File: src/rtl/sb_pkg.sv
// -----------------------------------------------------------------------------
// sb_pkg
// Shared types, constants and helpers for the register scoreboard.
//   sb_entry_t : per-register pair of in-flight counters (all writers, loads)
//   sb_hit_t   : operand lookup result {stall, fwd}
//   sb_hit()   : classifies one entry as load-use stall or forwardable
// -----------------------------------------------------------------------------
package sb_pkg;

   localparam int NREG      = 32;        // architectural GRs, r0 untracked
   localparam int CNT_W     = 2;         // per-register counter width
   localparam int TOT_W     = 6;         // nominal total-counter width
   localparam int SB_AW     = 5;         // GR address width
   // One extra bit so 31 x 3 writers can never wrap the total counter.
   localparam int SB_TOT_IW = TOT_W + 1;

   typedef logic [CNT_W-1:0] sb_cnt_t;

   localparam sb_cnt_t SB_CNT_MAX  = {CNT_W{1'b1}};
   localparam sb_cnt_t SB_CNT_ZERO = {CNT_W{1'b0}};
   localparam sb_cnt_t SB_CNT_ONE  = {{(CNT_W-1){1'b0}}, 1'b1};

   localparam logic [SB_TOT_IW-1:0] SB_TOT_ZERO = {SB_TOT_IW{1'b0}};
   localparam logic [SB_TOT_IW-1:0] SB_TOT_ONE  = {{(SB_TOT_IW-1){1'b0}}, 1'b1};

   typedef struct packed {
      sb_cnt_t cnt;      // in-flight writers of this register
      sb_cnt_t ld_cnt;   // in-flight loads whose data has not returned yet
   } sb_entry_t;

   typedef struct packed {
      logic stall;
      logic fwd;
   } sb_hit_t;

   // A pending writer is forwardable only once every pending load has returned.
   function automatic sb_hit_t sb_hit(input sb_entry_t entry);
      sb_hit_t hit;
      hit.stall = (entry.cnt != SB_CNT_ZERO) && (entry.ld_cnt != SB_CNT_ZERO);
      hit.fwd   = (entry.cnt != SB_CNT_ZERO) && (entry.ld_cnt == SB_CNT_ZERO);
      return hit;
   endfunction

endpackage

File: src/rtl/sb_entry.sv
// -----------------------------------------------------------------------------
// sb_entry
// Counter pair for one architectural register.
// Ports:
//   clk, reset : clock, asynchronous active-high reset
//   clr        : discard all in-flight writers (pipeline flush)
//   inc        : a writer to this register issues
//   dec        : a writer to this register retires
//   ld_inc     : the issuing writer is a load (only meaningful with inc)
//   ld_dec     : load data for this register returned in MEM
//   entry      : registered counter pair
//   err        : single-cycle pulse, an event was rejected (counter full/empty)
// -----------------------------------------------------------------------------
module sb_entry
   import sb_pkg::*;
(
   input  logic      clk,
   input  logic      reset,
   input  logic      clr,
   input  logic      inc,
   input  logic      dec,
   input  logic      ld_inc,
   input  logic      ld_dec,
   output sb_entry_t entry,
   output logic      err
);

   sb_entry_t entry_r;
   sb_entry_t entry_nxt_s;
   logic      inc_take_s;
   logic      dec_take_s;
   logic      ld_inc_take_s;
   logic      ld_dec_take_s;

   // Accept each event only when its counter has room; rejected ones leave the
   // counter untouched. A rejected issue also drops its load half.
   always_comb begin
      inc_take_s    = inc && (entry_r.cnt != SB_CNT_MAX);
      dec_take_s    = dec && (entry_r.cnt != SB_CNT_ZERO);
      ld_inc_take_s = ld_inc && inc_take_s && (entry_r.ld_cnt != SB_CNT_MAX);
      ld_dec_take_s = ld_dec && (entry_r.ld_cnt != SB_CNT_ZERO);
      // A flush overrides every event, so nothing it discards is an error.
      err = !clr && ((inc && !inc_take_s) ||
                     (dec && !dec_take_s) ||
                     (ld_inc && inc_take_s && !ld_inc_take_s) ||
                     (ld_dec && !ld_dec_take_s));
   end

   // Net-sum update: simultaneous +1 and -1 cancel out.
   always_comb begin
      entry_nxt_s = entry_r;
      case ({inc_take_s, dec_take_s})
         2'b10:   entry_nxt_s.cnt = entry_r.cnt + SB_CNT_ONE;
         2'b01:   entry_nxt_s.cnt = entry_r.cnt - SB_CNT_ONE;
         default: entry_nxt_s.cnt = entry_r.cnt;
      endcase
      case ({ld_inc_take_s, ld_dec_take_s})
         2'b10:   entry_nxt_s.ld_cnt = entry_r.ld_cnt + SB_CNT_ONE;
         2'b01:   entry_nxt_s.ld_cnt = entry_r.ld_cnt - SB_CNT_ONE;
         default: entry_nxt_s.ld_cnt = entry_r.ld_cnt;
      endcase
   end

   // Counter state; flush clears it like reset but synchronously.
   always_ff @(posedge clk or posedge reset) begin
      if (reset) begin
         entry_r <= {SB_CNT_ZERO, SB_CNT_ZERO};
      end else if (clr) begin
         entry_r <= {SB_CNT_ZERO, SB_CNT_ZERO};
      end else begin
         entry_r <= entry_nxt_s;
      end
   end

   assign entry = entry_r;

endmodule

File: src/rtl/reg_scoreboard.sv
// -----------------------------------------------------------------------------
// reg_scoreboard
// Per-register in-flight write tracker feeding the ID hazard logic.
// Ports:
//   clk, reset        : clock, asynchronous active-high reset
//   id_issue          : ID->EXE handshake fires this cycle
//   id_gr_we          : issuing instruction writes a GR
//   id_load_op        : issuing instruction is a load
//   id_dest           : destination of the issuing instruction
//   id_raddr1/2       : ID operand read addresses
//   ms_load_done      : load data valid in MEM, ms_dest is its destination
//   ws_retire         : WB writes the regfile, ws_dest is its destination
//   flush             : discard every in-flight instruction
//   issue_ready       : ID may issue a writer to id_dest
//   stall1/2          : operand has a pending load result (load-use)
//   fwd_ok1/2         : operand has a pending writer whose value can be forwarded
//   busy_vec          : bit i set while GR i has any in-flight writer
//   drained           : nothing in flight
//   sb_err            : sticky protocol-error flag
// All outputs derive from registered state; an issue becomes visible next cycle.
// -----------------------------------------------------------------------------
module reg_scoreboard
   import sb_pkg::*;
(
   input  logic             clk,
   input  logic             reset,
   input  logic             id_issue,
   input  logic             id_gr_we,
   input  logic             id_load_op,
   input  logic [SB_AW-1:0] id_dest,
   input  logic [SB_AW-1:0] id_raddr1,
   input  logic [SB_AW-1:0] id_raddr2,
   input  logic             ms_load_done,
   input  logic [SB_AW-1:0] ms_dest,
   input  logic             ws_retire,
   input  logic [SB_AW-1:0] ws_dest,
   input  logic             flush,
   output logic             issue_ready,
   output logic             stall1,
   output logic             stall2,
   output logic             fwd_ok1,
   output logic             fwd_ok2,
   output logic [NREG-1:0]  busy_vec,
   output logic             drained,
   output logic             sb_err
);

   localparam logic [SB_AW-1:0] R0 = {SB_AW{1'b0}};

   sb_entry_t            ent_s [NREG];
   logic [NREG-1:0]      ent_err_s;
   logic [SB_TOT_IW-1:0] tot_r;
   logic                 err_r;
   logic                 issue_evt_s;
   logic                 load_evt_s;
   logic                 retire_evt_s;
   logic                 issue_take_s;
   logic                 retire_take_s;
   sb_hit_t              hit1_s;
   sb_hit_t              hit2_s;

   // r0 is hard-wired to zero and never tracked.
   assign ent_s[0]     = {SB_CNT_ZERO, SB_CNT_ZERO};
   assign ent_err_s[0] = 1'b0;

   assign issue_evt_s  = id_issue && id_gr_we && (id_dest != R0);
   assign load_evt_s   = ms_load_done && (ms_dest != R0);
   assign retire_evt_s = ws_retire && (ws_dest != R0);

   generate
      for (genvar i = 1; i < NREG; i++) begin : g_ent
         localparam logic [SB_AW-1:0] IDX = SB_AW'(i);
         sb_entry u_entry (
            .clk    (clk),
            .reset  (reset),
            .clr    (flush),
            .inc    (issue_evt_s && (id_dest == IDX)),
            .dec    (retire_evt_s && (ws_dest == IDX)),
            .ld_inc (issue_evt_s && id_load_op && (id_dest == IDX)),
            .ld_dec (load_evt_s && (ms_dest == IDX)),
            .entry  (ent_s[i]),
            .err    (ent_err_s[i])
         );
      end
   endgenerate

   // Events that the addressed entry actually accepts drive the total count.
   always_comb begin
      issue_take_s  = issue_evt_s && (ent_s[id_dest].cnt != SB_CNT_MAX);
      retire_take_s = retire_evt_s && (ent_s[ws_dest].cnt != SB_CNT_ZERO);
   end

   // Total in-flight writers; wide enough that it cannot wrap.
   always_ff @(posedge clk or posedge reset) begin
      if (reset) begin
         tot_r <= SB_TOT_ZERO;
      end else if (flush) begin
         tot_r <= SB_TOT_ZERO;
      end else begin
         case ({issue_take_s, retire_take_s})
            2'b10:   tot_r <= tot_r + SB_TOT_ONE;
            2'b01:   tot_r <= tot_r - SB_TOT_ONE;
            default: tot_r <= tot_r;
         endcase
      end
   end

   // Sticky error: only reset clears it, flush does not.
   always_ff @(posedge clk or posedge reset) begin
      if (reset) begin
         err_r <= 1'b0;
      end else begin
         err_r <= err_r | (|ent_err_s);
      end
   end

   // Operand lookups and status outputs from registered state.
   always_comb begin
      hit1_s      = sb_hit(ent_s[id_raddr1]);
      hit2_s      = sb_hit(ent_s[id_raddr2]);
      stall1      = (id_raddr1 != R0) && hit1_s.stall;
      fwd_ok1     = (id_raddr1 != R0) && hit1_s.fwd;
      stall2      = (id_raddr2 != R0) && hit2_s.stall;
      fwd_ok2     = (id_raddr2 != R0) && hit2_s.fwd;
      issue_ready = !((ent_s[id_dest].cnt == SB_CNT_MAX) && (id_dest != R0)) && !flush;
      drained     = (tot_r == SB_TOT_ZERO);
      sb_err      = err_r;
      busy_vec    = {NREG{1'b0}};
      for (int i = 0; i < NREG; i++) begin
         busy_vec[i] = (ent_s[i].cnt != SB_CNT_ZERO);
      end
   end

endmodule

File: config.mk
export PLATFORM = sky130hd
export DESIGN_NAME = reg_scoreboard
export DESIGN_NICKNAME = d
export VERILOG_FILES = /design/src/rtl/sb_pkg.sv /design/src/rtl/sb_entry.sv /design/src/rtl/reg_scoreboard.sv
export SDC_FILE = /design/constraint.sdc
export NUM_CORES = 1
export LEC_CHECK = 0
export BUFFER_PORTS_ARGS = -buffer_cell sky130_fd_sc_hd__buf_2
export CAP_MARGIN = 20
export CORE_ASPECT_RATIO = 1.4
export CORE_MARGIN = 4
export CORE_UTILIZATION = 46
export DETAILED_ROUTE_END_ITERATION = 10
export PLACE_DENSITY = 0.72
export SYNTH_ARGS = -nofsm -noshare
export SYNTH_HDL_FRONTEND = slang
export SYNTH_SLANG_ARGS = --single-unit
File: constraint.sdc
create_clock -name clk -period 4.14 [get_ports clk]
set_clock_uncertainty 0.05 [all_clocks]
set_input_delay 0.207 -clock clk [delete_from_list [all_inputs] [get_ports clk]]
set_output_delay 0.207 -clock clk [all_outputs]
set_load 0.05 [all_outputs]
==> impl_metrics.tcl <==
set metrics [dict create \
    arrival_ps 4200 \
    wl_per_cell_um 24.7 \
    netlist_area_mm2 0.0116 \
    placementRows 68 \
    dpl.hpwl_um 35700 \
    grt_max_degree 102 \
    layout_common_cells "200 x nor2_1, 184 x nand2_1, 171 x o21ai_0" \
    maxCapViolCount 0 \
    crit_type "reg -> reg" \
    ys_seq_area_share_pct 28.4 \
    slew-limit-headroom_pct 31.2 \
    coreArea_mm2 0.0248 \
    nNetsFinal 1637 \
    io_buffers 70 \
    slowest_stage "a2111oi_2" \
    antenna_found_initial 2 \
    synth_edf_count 0 \
    crit_path_frequent_cell "a21o_1" \
    start_util_pct 46.9 \
    cts_tree "yes" \
    cts_made_buffers 17 \
    status "finished clean" \
    max_stage_delay_ps 570 \
    fmax_ghz 0.255 \
    drt_iter0_markers 1559 \
    cp-end-kind "flop" \
    die_h_um 196 \
    synth_top_area_cell "dfrtp_1" \
    die_w_um 142 \
    fin_crit_ps 3920 \
    htreeDepth 4 \
    yosysWarnings 0 \
    die_area_mm2 0.0279 \
    ant_nets 0 \
    dpl.cell_count 1893 \
    worstPathRequired_ps 4420 \
    firstDrtPassIters 8 \
    power.leakage_nw 5.21 \
    cts_setup_buffers 0 \
    hold_slack_ps 254 \
    drive_gt1_share_pct 14.6 \
    path_clk_slew_ps 60 \
    root_buffer "clkbuf_16" \
    hold_path_class "in -> reg" \
    final-hold-violation-count 0 \
    yosysUniqueCellTypes 74 \
    area_growth_pct 12.7 \
    grt_pass1_vias 12300 \
    synthTopCellsByArea "dfrtp_1 28%, mux4_2 7.6%, o21ai_0 7.4%" \
    vias 13100 \
    wl_um 47600 \
    worst_skew_pair.late_latency_ps 450 \
    timing.final.crit_share_pct 94.6 \
    ioPinCount 72 \
    grt_usage_pct 33.8 \
    ys_seq_elements 132 \
    critical-path-top-delay-family "compound AO/OA/AOI/OAI gates" \
    synth_area_per_cell_um2 7.57 \
    clock_path_buffers 2 \
    p_per_area_mw_per_mm2 259 \
    final-setup-viol-count 0 \
    cts.sinks 132 \
    place.gp.congestion 1.02 \
    grt_overflow_total 0 \
    vias_per_cell 6.81 \
    synth_top_area_share_pct 28.4 \
    netlist_instances 1536 \
    cp-start-kind "flop" \
    irDropWorstVdd_mv 0.254 \
    cp_max_fo 7 \
    drc 0 \
    rsz0062_at_grt "false" \
    instances_no_fill 1927 \
    async_flop_share_pct 100 \
    path_cells "nand2_1 > mux4_2 > a2111oi_2 > nor3_1 > and2_1 > nor2_4 > ha_1 > a21o_1 > a21oi_1 > o21bai_1 > a21o_1 > and3_1 > mux2i_1 > mux2_2" \
    grt_pass1_wl_um 71700 \
    crit_buf_inv 0 \
    slew_viol_final 0 \
    synth_fp_nets 1575 \
    worst_pin_slew_ps 1010 \
    final_common_cell "nor2_1" \
    synth_ff_type "dfrtp_1" \
]
-- registers in the layout, summed over array words and instances (netlist names) --
name                 cells
sb_err                   1
g_ent.u_entry.entry    124
tot_r                    7
-- per-stage QoR --
step | util, % | setup slack, ps | cell area [µm²] | TNS (ps) | power, mW
global placement | 50.4 | 31.9 | 12500 | 0 | 1.82
global route | 52.9 | 102 | 13100 | 0 | 3.47
floorplan | - | 246 | 11600 | 0 | 1.65
detailed placement | 50.4 | -42.2 | 12500 | -42.2 | 1.82
finish | 52.9 | 224 | 13100 | 0 | 3.40
CTS | 52.8 | 91.5 | 13100 | 0 | 3.38
-- power breakdown --
group | switching, mW | internal, mW | total, mW | leakage (nW)
Sequential | 0.0169 | 1.30 | 1.32 | 1.84
Clock | 0.643 | 0.935 | 1.58 | 0.286
Combinational | 0.352 | 0.149 | 0.500 | 3.09
-- cells by family after synthesis --
logic type,Yosys count,share of synthesized area [%]
simple gates,686,28.7
flops,132,28.4
mux,70,10.6
other cells,1,0.0323
fa+ha+maj,6,0.711
xor+xnor,9,0.840
buf+inv,129,4.42
compound gates,503,26.3
-- Yosys cell counts, types with 7 or more instances --
| library cell | count |
|---|---|
| and2_1 | 16 |
| nand4_1 | 22 |
| nor3_1 | 67 |
| nand3b_1 | 28 |
| o211ai_1 | 26 |
| a211oi_1 | 48 |
| o21ai_0 | 171 |
| nand2b_1 | 12 |
| a221oi_1 | 9 |
| mux4_2 | 39 |
| a21o_1 | 15 |
| a21oi_1 | 146 |
| a22oi_1 | 7 |
| buf_1 | 9 |
| clkbuf_1 | 62 |
| or2_2 | 10 |
| nor2b_1 | 23 |
| mux2i_1 | 15 |
| nand2_1 | 184 |
| nor2_1 | 201 |
| and3_1 | 13 |
| buf_2 | 10 |
| nor3b_1 | 26 |
| nand3_1 | 43 |
| dfrtp_1 | 132 |
| inv_1 | 41 |
| mux2_2 | 11 |
| o22ai_1 | 18 |
| a31oi_1 | 10 |
-- final cells by class --
cell class	count	area (µm²)
Fill cell	2410	11700
Sequential cell	132	3300
Antenna cell	1	2.50
Clock inverter	11	124
Inverter	42	163
Timing Repair Buffer	130	818
Tap cell	315	394
Clock buffer	21	470
Multi-Input combinational cell	1275	7820
-- worst paths after layout --
| path | start | end | slack, ps | cells past startpoint |
|---|---|---|---|---|
| setup / recovery | g_ent[8].u_entry.entry[3]$_DFFE_PP0P_ | tot_r[6]$_DFFE_PP0P_ | 220 | 14 |
| hold / removal | flush | g_ent[1].u_entry.entry[2]$_DFFE_PP0P_ | 250 | 2 |
| setup reg to reg | g_ent[8].u_entry.entry[3]$_DFFE_PP0P_ | tot_r[6]$_DFFE_PP0P_ | 220 | 14 |
| hold reg to reg | g_ent[31].u_entry.entry[0]$_DFFE_PP0P_ | g_ent[31].u_entry.entry[1]$_DFFE_PP0P_ | 540 | 2 |
| max in group asynchronous | reset | g_ent[12].u_entry.entry[3]$_DFFE_PP0P_ | 2560 | 4 |
| min in group asynchronous | reset | g_ent[1].u_entry.entry[1]$_DFFE_PP0P_ | 480 | 3 |
-- worst reg2reg max path, delay by kind of cell (launching register included) --
kind	cells	cell delay (ps)
adders and majority gates	1	300
DFF	1	430
muxes	3	970
AOI/OAI and AO/OA	5	1210
and+or+nand+nor	5	850
-- what timing repair did --
item,4_1_cts,5_1_grt
hold buffers,1,0
resized for setup,1,3
endpoints found under the setup margin,1,2
cloned,0,0
endpoints found under the hold margin,61,0
-- metal layers --
metal / global-route usage, % / vias to the layer above / share of wire, %
li1: - / 5829 / -
met1: 41.1 / 6184 / 36
met2: 52.0 / 838 / 44
met3: 6.12 / 274 / 9.4
met4: 27.1 / 2 / 10
met5: 0 / - / 0.034
(Power assumes the default switching activity.)
